### config.mk
export PLATFORM = sky130hd
export DESIGN_NAME = lsu_mem_ctrl
export DESIGN_NICKNAME = d
export VERILOG_FILES = /design/src/rtl/lsu_mem_ctrl.sv
export SDC_FILE = /design/constraint.sdc
export NUM_CORES = 1
export LEC_CHECK = 0
export BUFFER_PORTS_ARGS = -buffer_cell sky130_fd_sc_hd__buf_2
export CAP_MARGIN = 20
export CORE_ASPECT_RATIO = 1.5
export CORE_MARGIN = 1.5
export CORE_UTILIZATION = 60
export CTS_CLUSTER_SIZE = 8
export DETAILED_ROUTE_END_ITERATION = 8
export PLACE_DENSITY_LB_ADDON = 0.05
export SLEW_MARGIN = 20
export SYNTH_ARGS = -nofsm -noshare
export SYNTH_HDL_FRONTEND = slang
export SYNTH_SLANG_ARGS = --single-unit
### constraint.sdc
create_clock -name clk -period 5.3 [get_ports clk]
set_input_delay 0 -clock clk [delete_from_list [all_inputs] [get_ports clk]]
set_output_delay 0 -clock clk [all_outputs]
set_load 0.02 [all_outputs]
### src/rtl/lsu_mem_ctrl.sv
// RV32I load/store controller: turns byte/half/word accesses into word-wide data_mem
// reads/writes with read-modify-write and load extension. Define LSU_MISALIGN_EN to split word-crossing accesses.
module lsu_mem_ctrl #(
    parameter int ADDR_W = 32,
    parameter int DATA_W = 32
) (
    input  logic              clk,
    input  logic              rst_n,
    input  logic              req_valid,
    input  logic              req_we,
    input  logic [2:0]        funct3,
    input  logic [ADDR_W-1:0] addr,
    input  logic [DATA_W-1:0] wdata,
    output logic              done,
    output logic              err,
    output logic [DATA_W-1:0] load_data,
    output logic              mem_we,
    output logic              mem_re,
    output logic [ADDR_W-1:0] mem_addr,
    output logic [DATA_W-1:0] mem_wdata,
    input  logic [DATA_W-1:0] mem_rdata
);

    // state | meaning
    // IDLE  | waiting for req_valid
    // RD0   | reading word W0
    // RD1   | reading word W1 = W0 + 4 (crossing only)
    // WR0   | writing merged word to W0
    // WR1   | writing merged upper bytes to W1 (crossing store only)
    // DONE  | done pulse, load_data/err valid
    typedef enum logic [2:0] {S_IDLE, S_RD0, S_RD1, S_WR0, S_WR1, S_DONE} state_t;

    generate
        if (DATA_W != 32) begin : g_bad_data_w
            $error("lsu_mem_ctrl: DATA_W must be 32");
        end
    endgenerate

    state_t              r_state;
    logic                r_we;
    logic [2:0]          r_f3;
    logic [1:0]          r_off;
    logic                r_cross;
    logic [ADDR_W-1:0]   r_w0addr;
    logic [DATA_W-1:0]   r_wdata;
    logic [31:0]         r_w0;
    logic [31:0]         r_w1;

    logic                w_illegal;
    logic                w_in_err;
    logic                w_in_cross;
    logic                w_in_sw_direct;
    logic [31:0]         w_word0;
    logic [31:0]         w_word1;
    logic [63:0]         w_pair;
    logic [4:0]          w_sh;
    logic [63:0]         w_mask;
    logic [63:0]         w_merged;
    logic [31:0]         w_ld_src;
    logic [31:0]         w_load;

    assign w_illegal = req_we ? (funct3[2] | (funct3[1:0] == 2'b11))
                              : ((funct3 == 3'b011) | (funct3[2:1] == 2'b11));
    assign w_in_sw_direct = req_we & (funct3[1:0] == 2'b10) & (addr[1:0] == 2'b00);

`ifdef LSU_MISALIGN_EN
    logic [2:0] w_in_size;
    always_comb begin
        w_in_size = 3'd4;
        case (funct3[1:0])
            2'b00:   w_in_size = 3'd1;
            2'b01:   w_in_size = 3'd2;
            default: w_in_size = 3'd4;
        endcase
    end
    assign w_in_cross = (({1'b0, addr[1:0]} + w_in_size) > 3'd4);
    assign w_in_err   = w_illegal;
`else
    assign w_in_cross = 1'b0;
    assign w_in_err   = w_illegal
                      | ((funct3[1:0] == 2'b01) & addr[0])
                      | ((funct3[1:0] == 2'b10) & (addr[1:0] != 2'b00));
`endif

    // Whichever word is on the bus this cycle is used live; the other comes from the capture regs.
    assign w_word0  = (r_state == S_RD0) ? mem_rdata : r_w0;
    assign w_word1  = (r_state == S_RD1) ? mem_rdata : r_w1;
    assign w_pair   = {w_word1, w_word0};
    assign w_sh     = {r_off, 3'b000};
    assign w_merged = (w_pair & ~(w_mask << w_sh)) | (({32'h0, r_wdata} & w_mask) << w_sh);
    assign w_ld_src = 32'(w_pair >> w_sh);

    always_comb begin
        w_mask = 64'hFFFF_FFFF;
        case (r_f3[1:0])
            2'b00:   w_mask = 64'h0000_00FF;
            2'b01:   w_mask = 64'h0000_FFFF;
            default: w_mask = 64'hFFFF_FFFF;
        endcase
    end

    always_comb begin
        w_load = 32'h0;
        case (r_f3)
            3'b000:  w_load = {{24{w_ld_src[7]}}, w_ld_src[7:0]};
            3'b001:  w_load = {{16{w_ld_src[15]}}, w_ld_src[15:0]};
            3'b010:  w_load = w_ld_src;
            3'b100:  w_load = {24'h0, w_ld_src[7:0]};
            3'b101:  w_load = {16'h0, w_ld_src[15:0]};
            default: w_load = 32'h0;
        endcase
    end

    always_ff @(posedge clk or negedge rst_n) begin
        if (!rst_n) begin
            r_state   <= S_IDLE;
            r_we      <= 1'b0;
            r_f3      <= 3'b000;
            r_off     <= 2'b00;
            r_cross   <= 1'b0;
            r_w0addr  <= '0;
            r_wdata   <= '0;
            r_w0      <= 32'h0;
            r_w1      <= 32'h0;
            done      <= 1'b0;
            err       <= 1'b0;
            load_data <= '0;
            mem_we    <= 1'b0;
            mem_re    <= 1'b0;
            mem_addr  <= '0;
            mem_wdata <= '0;
        end else begin
            done      <= 1'b0;
            err       <= 1'b0;
            mem_we    <= 1'b0;
            mem_re    <= 1'b0;
            mem_addr  <= '0;
            mem_wdata <= '0;
            case (r_state)
                S_IDLE: begin
                    load_data <= '0;
                    if (req_valid) begin
                        r_we     <= req_we;
                        r_f3     <= funct3;
                        r_off    <= addr[1:0];
                        r_cross  <= w_in_cross;
                        r_w0addr <= {addr[ADDR_W-1:2], 2'b00};
                        r_wdata  <= wdata;
                        if (w_in_err) begin
                            r_state <= S_DONE;
                            done    <= 1'b1;
                            err     <= 1'b1;
                        end else if (w_in_sw_direct) begin
                            r_state   <= S_WR0;
                            mem_we    <= 1'b1;
                            mem_addr  <= {addr[ADDR_W-1:2], 2'b00};
                            mem_wdata <= wdata;
                        end else begin
                            r_state  <= S_RD0;
                            mem_re   <= 1'b1;
                            mem_addr <= {addr[ADDR_W-1:2], 2'b00};
                        end
                    end
                end
                S_RD0: begin
                    r_w0 <= mem_rdata;
                    if (r_cross) begin
                        r_state  <= S_RD1;
                        mem_re   <= 1'b1;
                        mem_addr <= r_w0addr + ADDR_W'(4);
                    end else if (r_we) begin
                        r_state   <= S_WR0;
                        r_w1      <= w_merged[63:32];
                        mem_we    <= 1'b1;
                        mem_addr  <= r_w0addr;
                        mem_wdata <= w_merged[31:0];
                    end else begin
                        r_state   <= S_DONE;
                        done      <= 1'b1;
                        load_data <= w_load;
                    end
                end
`ifdef LSU_MISALIGN_EN
                S_RD1: begin
                    if (r_we) begin
                        r_state   <= S_WR0;
                        r_w1      <= w_merged[63:32];
                        mem_we    <= 1'b1;
                        mem_addr  <= r_w0addr;
                        mem_wdata <= w_merged[31:0];
                    end else begin
                        r_state   <= S_DONE;
                        done      <= 1'b1;
                        load_data <= w_load;
                    end
                end
                S_WR1: begin
                    r_state <= S_DONE;
                    done    <= 1'b1;
                end
`endif
                S_WR0: begin
`ifdef LSU_MISALIGN_EN
                    if (r_cross) begin
                        r_state   <= S_WR1;
                        mem_we    <= 1'b1;
                        mem_addr  <= r_w0addr + ADDR_W'(4);
                        mem_wdata <= r_w1;
                    end else begin
                        r_state <= S_DONE;
                        done    <= 1'b1;
                    end
`else
                    r_state <= S_DONE;
                    done    <= 1'b1;
`endif
                end
                S_DONE: begin
                    r_state   <= S_IDLE;
                    load_data <= '0;
                end
                default: begin
                    r_state   <= S_IDLE;
                    load_data <= '0;
                end
            endcase
        end
    end

endmodule

==> results.toml, run 1 <==
[synth]
synth.yosys.seq_area_share = 0.531
synth_edf_count = 0
synth.avg_cell_area_um2 = 9.79
syn_inst = 1082
synthTopCellsByArea = "dfrtp_1 (53%), nand2_1 (10%), mux2i_1 (5.5%)"
synth_top_cell_by_area = "dfrtp_1"
ys_async_sr_fraction = 1.00
synthesis.area_um2 = 10600
yosys.area.top_type_share = 0.531
synth_seq_cells = 225
synthFlopType = "dfrtp_1"
yosysUniqueCellTypes = 55
yosysWarnings = 0

[worst_setup_path]
required_ns = 5.69
r2r_setup_slack_ns = 2.21
crit_family = "simple AND/OR/NAND/NOR gates"
critical_path_peak_fanout = 74
worstPathArrival_ns = 3.49
worstSetupPathType = "reg2reg"
path_buf_inv = 1
crit_top_cell = "a21oi_1"
timing.critical_path.slowest_stage_cell = "dfrtp_4"
cpPeakStageDelay_ns = 0.75
cp-start-kind = "register"
end_kind = "register"
cp_cell_sequence = "buf_4 -> and2_1 -> nand2_1 -> a21oi_1 -> nor2_1 -> a21oi_1"

[route]
drt_iter0_drc = 905
avgRoutedWirePerCell_um = 21.6
dr.pass1.iters = 5
drc = 0
finalWirelength_um = 33800
vias = 9694
avgViaCountPerCell = 6.19
postRouteAntennaNets = 0

[placement]
io_buffers = 200
gp_congestion = 0.906
postPlaceCellArea_um2 = 11600
place_hpwl_um = 21600

[timing]
rsz0062_at_grt = "no"
fin_tns_setup_ns = 0
finClkSkew_ns = 0.0166
setup_viol = 0
period_needed_ns = 3.09
slew_violations = 0
max_freq_mhz = 323
hold_viol_final = 0
worstMarginPinSlew_ns = 1.01
min_period_over_period = 0.583
timing.slew.headroom = 0.324

[power]
p_leak_nw = 6.69
vdd_drop_max_v = 0.000441
power.density_nw_per_um2 = 630

[finish]
fin_nets = 1452
syn2layout_area_growth_pct = 28.0
final_common_cell = "nand2_1"
post-route-util = 0.782
num_antenna_cells = 0
stdcell_area_um2 = 13600
mostFrequentLayoutCells = "nand2_1 (281), dfrtp_1 (224), buf_2 (199)"
drive_above_1_share = 0.223

[clock_network]
cts_sinks = 225
cts_tree = "built"
postCtsHoldBufs = 101
cts.clk_slew.worst_paths_ns = 0.05
clock_latency_ns = 0.49
clockBufferDepth = 3
cts_setup_buffers = 0
ctsHtreeMaxLevel = 2
cts_made_buffers = 34
ctsResizeCount = 0
cts_root_buf = "clkbuf_16"

[grt]
antenna_found_initial = 0
grt_pass1_vias = 9717
grt_usage = 0.364
grt_max_degree = 120
overflow = 0
grt_first_pass_wirelength_um = 53000

[die]
rows = 59
io_pins = 203
die_h_um = 166
dieArea_um2 = 18500
die_x_um = 112
core_um2 = 17300
initial_core_util = 0.611

[hold_path]
hp-class = "in2async"

[job]
drv_cap = 0

[run_status]
status = "finished, final reports clean"
final timing paths:
check / from / to / depth (start not counted)
worst max-delay path: r_off[0] / r_w1[23] / 6
worst min-delay path: rst_n / load_data[15] / 2
worst max register to register: r_off[0] / r_w1[23] / 6
worst min register to register: load_data[7] / load_data[7] / 2
max in group asynchronous: rst_n / mem_wdata[4] / 3
min in group clk: req_valid / r_state[0] / 4
metrics by stage:
step                setup slack (ns)  total power [mW]  instances  hold WS [ns]
floorplan                       3.08              5.34       1083        -0.296
detailed placement              2.34              6.46       1425         0.146
global placement                2.42              6.40       1425         0.151
finish                          2.21              8.55       1566         0.207
global route                    1.97              8.99       1566         0.260
CTS                             2.26              8.43       1566         0.213
layout make-up:
| type | instances | area (µm²) |
|---|---|---|
| inverters | 23 | 86.3 |
| clock inverters | 4 | 42.5 |
| multi-input cells | 750 | 4550 |
| fillers | 1160 | 3780 |
| clock buffers | 36 | 858 |
| well taps | 213 | 267 |
| repair buffers | 315 | 2130 |
| flip-flops and latches | 225 | 5630 |
cells in the mapped netlist, drive strengths merged, types with 9 or more instances:
library cell	number
a211oi	13
a21oi	29
a221oi	15
a22o	15
a32o	31
and2	10
buf	22
clkbuf	63
dfrtp	225
inv	23
mux2	30
mux2i	58
nand2	281
nand3	9
nor2	71
nor3	10
o211ai	9
o21ai	46
o22ai	43
o2bb2ai	9
logic make-up (layout without fill, tap and decap cells):
kind of cell | count (synthesis) | count (layout) | synth area share
mux | 91 | 91 | 0.0930
simple gates | 402 | 402 | 0.155
flops | 225 | 225 | 0.531
buf+inv | 108 | 378 | 0.0426
compound gates | 255 | 255 | 0.178
other cells | 1 | 2 | 0.000354
where the power goes:
| part | switching [mW] | leakage, nW | internal [mW] |
|---|---|---|---|
| Clock | 0.741 | 0.441 | 1.14 |
| Sequential | 0.504 | 2.85 | 2.41 |
| Combinational | 2.42 | 3.40 | 1.34 |
| Total | 3.66 | 6.69 | 4.89 |
layer usage:
metal / global-route usage / wire, µm / share of wire / vias to the layer above
met2: 0.599 / 16500 / 0.49 / 513
met4: 0.220 / 2200 / 0.065 / 0
met3: 0.0635 / 2580 / 0.076 / 102
met1: 0.448 / 12500 / 0.37 / 4712
li1: - / - / - / 4367
met5: 0 / 0 / 0 / -
flip-flops by register name, summed over array words and instances, names as in the netlist, 3 cells and up:
name	count
load_data	32
mem_wdata	32
r_w0	32
r_wdata	32
mem_addr	30
r_w0addr	30
r_w1	24
r_f3	3
r_state	3
Power figures use the tool's default switching activity.
==> run 2, diff against run 1 <==
--- a/config.mk
+++ b/config.mk
@@ -9,7 +9,7 @@
 export CAP_MARGIN = 20
 export CORE_ASPECT_RATIO = 1.5
 export CORE_MARGIN = 1.5
-export CORE_UTILIZATION = 60
+export CORE_UTILIZATION = 50
 export CTS_CLUSTER_SIZE = 8
 export DETAILED_ROUTE_END_ITERATION = 8
 export PLACE_DENSITY_LB_ADDON = 0.05
==> constraint.sdc (replaced) <==
create_clock -name clk -period 2.7 [get_ports clk]
set_input_delay 0 -clock clk [delete_from_list [all_inputs] [get_ports clk]]
set_output_delay 0 -clock clk [all_outputs]
set_load 0.02 [all_outputs]
==> run 2 against run 1 <==
Non-clock buffer count increased by 25. Die area up 20%. Combinational power is 110% higher. Worst hold slack got worse by 0.19 ns. Wire length decreased by 0.43%. Count of clock-buffer cells in the layout grew 1. Clock skew shrank 0.0048 ns. Total power increased by 100%. Via count decreased by 1.4%. Register-to-register slack worse by 2.1 ns. Critical endpoint is now load_data[17]. Largest power group unchanged.
==> results.toml, run 2 (same netlist as run 1, synthesis figures left out) <==
[clock_network]
clockBufferDepth = 3
clock_latency_ns = 0.49
cts_tree = "built"
cts_root_buf = "clkbuf_16"
ctsHtreeMaxLevel = 2
cts_made_buffers = 34
cts.clk_slew.worst_paths_ns = 0.05
cts_sinks = 225
cts_setup_buffers = 0

[worst_setup_path]
required_ns = 3.06
end_kind = "register"
worstPathArrival_ns = 2.96
critical_path_peak_fanout = 37
cp-start-kind = "register"
worstSetupPathType = "reg2reg"

[finish]
fin_cells = 1645
mostFrequentLayoutCells = "nand2_1 (281), dfrtp_1 (224), buf_2 (199)"
nFillCells = 1719
final_common_cell = "nand2_1"
drive_above_1_share = 0.237
post-route-util = 0.667
fin_nets = 1477
num_antenna_cells = 0
syn2layout_area_growth_pct = 31.5

[job]
drv_cap = 0

[grt]
overflow = 0
grt_first_pass_wirelength_um = 52900
grt_usage = 0.308
grt_pass1_vias = 9511
antenna_found_initial = 0
grt_max_degree = 102

[run_status]
status = "finished, final reports clean"

[timing]
rsz0062_at_grt = "no"
min_period_over_period = 0.961
setup_viol = 0
hold_viol_final = 0
fin_tns_setup_ns = 0
finClkSkew_ns = 0.0119
whs_ns = 0.0149
timing.slew.headroom = 0.255
period_needed_ns = 2.59
slew_violations = 0
max_freq_mhz = 386
worstMarginPinSlew_ns = 1.11

[die]
dieArea_um2 = 22100
rows = 65
core_um2 = 20900
io_pins = 203
initial_core_util = 0.507
die_x_um = 122
die_h_um = 181

[route]
drt_iter0_drc = 782
avgViaCountPerCell = 5.81
avgRoutedWirePerCell_um = 20.4
dr.pass1.iters = 7
vias = 9561
finalWirelength_um = 33600
drc = 0
postRouteAntennaNets = 0

[power]
power.density_nw_per_um2 = 1230
vdd_drop_max_v = 0.000545
p_leak_nw = 6.85
p_total_mw = 17.1

[placement]
dp.cells = 1505
place_hpwl_um = 23000
gp_congestion = 0.924
io_buffers = 200

[hold_path]
hp-class = "in2reg"
-- run 2: per-stage QoR --
| step | setup WS (ns) | instance area, µm² |
|---|---|---|
| final | 0.106 | 13900 |
| after CTS | 0.0599 | 13900 |
| after detailed placement | -0.112 | 12000 |
| after global placement | -0.0460 | 12000 |
| after global routing | 0.00999 | 13900 |
| after floorplan | 0.480 | 10600 |
-- run 2: final timing paths --
| check | start | to | slack (ns) | cells after the start |
|---|---|---|---|---|
| worst max-delay path | r_state[0] | load_data[17] | 0.11 | 6 |
| worst min-delay path | mem_rdata[31] | r_w0[31] | 0.01 | 3 |
| worst max register to register | r_state[0] | load_data[17] | 0.11 | 6 |
| worst min register to register | load_data[7] | load_data[7] | 0.47 | 2 |
| max in group asynchronous | rst_n | mem_addr[25] | 1.78 | 3 |
| min in group asynchronous | rst_n | load_data[15] | 0.05 | 2 |
-- run 2: critical path: stages (launching register included) --
cell       delay (ns)
dfrtp_1          0.46
or3b_2           0.49
buf_4            0.31
or4_4            0.54
a2111oi_4        0.37
nor3_4           0.17
o311ai_0         0.13
-- run 2: area by class of cell --
cell class / count / area (µm²) / area share
clock buffer: 37 / 883 / 0.0634
tap: 268 / 335 / 0.0241
sequential: 225 / 5630 / 0.404
inverter: 23 / 86.3 / 0.00619
clock inverter: 2 / 17.5 / 0.00126
timing repair buffer: 340 / 2400 / 0.172
multi-input combinational: 750 / 4580 / 0.329
-- run 2: where the power goes --
| group | internal, mW | switching (mW) | total (mW) | leakage, nW |
|---|---|---|---|---|
| Clock | 2.28 | 1.41 | 3.69 | 0.442 |
| Sequential | 4.73 | 0.930 | 5.66 | 2.85 |
| Combinational | 2.91 | 4.84 | 7.75 | 3.56 |
| Total | 9.92 | 7.18 | 17.1 | 6.85 |
-- run 2: timing repair --
action	in CTS	in global routing
setup endpoints to repair	7	9
hold endpoints to repair	301	0
cloned	0	0
gates resized for setup	2	3
hold buffers	101	0
-- run 2: layer usage --
metal,share of wire,vias up,routed length [µm],track usage
met4,0.055,0,1850,0.155
met3,0.067,98,2250,0.0461
met2,0.47,437,15800,0.483
met5,0,-,0,0
met1,0.41,4621,13700,0.413
li1,-,4405,-,-
==> run 3, diff against run 2 <==
--- a/config.mk
+++ b/config.mk
@@ -9,7 +9,7 @@
 export CAP_MARGIN = 20
 export CORE_ASPECT_RATIO = 1.5
 export CORE_MARGIN = 1.5
-export CORE_UTILIZATION = 50
+export CORE_UTILIZATION = 56
 export CTS_CLUSTER_SIZE = 8
 export DETAILED_ROUTE_END_ITERATION = 8
 export PLACE_DENSITY_LB_ADDON = 0.05
==> constraint.sdc (replaced) <==
create_clock -name clk -period 2.6 [get_ports clk]
set_input_delay 0 -clock clk [delete_from_list [all_inputs] [get_ports clk]]
set_output_delay 0 -clock clk [all_outputs]
set_load 0.02 [all_outputs]
==> run 3 against run 2 <==
Flip-flop and latch count unchanged. Critical path depth decreased by 1. Worst setup slack improved by 0.028 ns. Register-to-register slack improved by 0.03 ns. Cell count decreased by 1.3%. Worst hold slack improved by 0.11 ns. Critical endpoint is now load_data[19]. Largest power group unchanged.
==> results.toml, run 3 (same netlist as run 1, synthesis figures left out) <==
[power]
p_sw_mw = 7.47
power.density_nw_per_um2 = 1280
seqPwrFrac = 0.329
switching_share = 0.422
comb_power_share = 0.455
p_leak_nw = 6.83
vdd_drop_max_v = 0.000921
power.internal_mw = 10.2
clkPwrFrac = 0.216

[timing]
fin_tns_setup_ns = 0
fin_ws_ns = 0.134
period_needed_ns = 2.47
min_period_over_period = 0.948
max_freq_mhz = 406
hold_viol_final = 0
worstMarginPinSlew_ns = 1.09
slew_violations = 0
finClkSkew_ns = 0.0115
setup_viol = 0
timing.slew.headroom = 0.269

[finish]
final_common_cell = "nand2_1"
num_antenna_cells = 0
multi_input_area_um2 = 4570
nFillCells = 1347
mostFrequentLayoutCells = "nand2_1 (281), dfrtp_1 (224), buf_2 (199)"
fin_nets = 1471
drive_above_1_share = 0.234
regArea_um2 = 5630
syn2layout_area_growth_pct = 31.0
post-route-util = 0.748

[route]
finalWirelength_um = 34200
avgRoutedWirePerCell_um = 21.1
drt_iter0_drc = 879
dr.pass1.iters = 7
drc = 0
vias = 9758
postRouteAntennaNets = 0
avgViaCountPerCell = 6.01

[worst_setup_path]
cp-start-kind = "register"
end_kind = "register"
worstPathArrival_ns = 2.78
worstSetupPathType = "reg2reg"
critical_path_peak_fanout = 16
required_ns = 2.91

[clock_network]
cts_sinks = 225
clock_latency_ns = 0.49
clockBufferDepth = 3
cts_tree = "built"
cts_root_buf = "clkbuf_16"
ctsHtreeMaxLevel = 2
cts.clk_slew.worst_paths_ns = 0.05
cts_made_buffers = 34

[grt]
grt_first_pass_wirelength_um = 52800
overflow = 0
grt_usage = 0.349
grt_max_degree = 102
antenna_found_initial = 0
grt_pass1_vias = 9473

[placement]
io_buffers = 200
place_hpwl_um = 22500
gp_congestion = 0.945
dpl_worst_slack_ns = -0.0889

[die]
core_um2 = 18500
die_x_um = 115
initial_core_util = 0.571
die_h_um = 171
rows = 61
dieArea_um2 = 19800
io_pins = 203

[hold_path]
hp-class = "in2reg"

[job]
drv_cap = 0

[run_status]
status = "finished, final reports clean"
run 3: final cells by class:
class | count | area share
Sequential cell | 225 | 0.406
Multi-Input combinational cell | 750 | 0.329
Timing Repair Buffer | 334 | 0.171
Clock buffer | 37 | 0.0636
Tap cell | 252 | 0.0227
Inverter | 23 | 0.00622
Clock inverter | 2 | 0.00126
run 3: path summary, 6_finish.rpt:
kind / from / end / slack [ns] / cells after the start
max in group asynchronous: rst_n / r_w0addr[23] / 1.76 / 3
hold / removal: req_valid / r_state[0] / 0.12 / 4
hold reg to reg: r_w0addr[23] / r_w0addr[23] / 0.48 / 2
setup / recovery: r_state[2] / load_data[19] / 0.13 / 5
setup reg to reg: r_state[2] / load_data[19] / 0.13 / 5
min in group asynchronous: rst_n / load_data[23] / 0.13 / 2
run 3: per-stage QoR:
stage	power, mW	area, µm²	hold WS [ns]	cells
detailed placement	13.5	11900	0.0535	1483
floorplan	10.9	10600	-0.296	1083
CTS	17.6	13900	0.125	1623
global route	18.7	13900	0.143	1623
finish	17.7	13900	0.122	1623
global placement	13.5	11900	0.0514	1483
run 3: routing by layer:
metal / vias to the layer above / wire, µm / track usage
met1: 4741 / 13300 / 0.454
met5: - / 0 / 0
met3: 121 / 2500 / 0.0557
met4: 0 / 2320 / 0.213
li1: 4401 / - / -
met2: 495 / 16100 / 0.548
run 3: what timing repair did:
item,4_1_cts,5_1_grt
endpoints found under the setup margin,7,8
hold endpoints to repair,269,0
buffers inserted,0,0
hold buffers,101,0
resized for setup,2,2
run 3: critical path, cell delays in order (launching register included):
cell	delay (ns)
dfrtp_1	0.40
or3b_2	0.50
a211oi_1	0.55
a2111oi_4	0.07
nor3_4	0.51
o311ai_0	0.25
run 3: power groups by stage:
stage	clock [mW]	combinational, mW	sequential, mW
global route	4.01	8.69	5.96
finish	3.82	8.07	5.82
floorplan	0	4.77	6.11
global placement	0	7.67	5.79
detailed placement	0	7.70	5.82
CTS	3.88	7.91	5.79
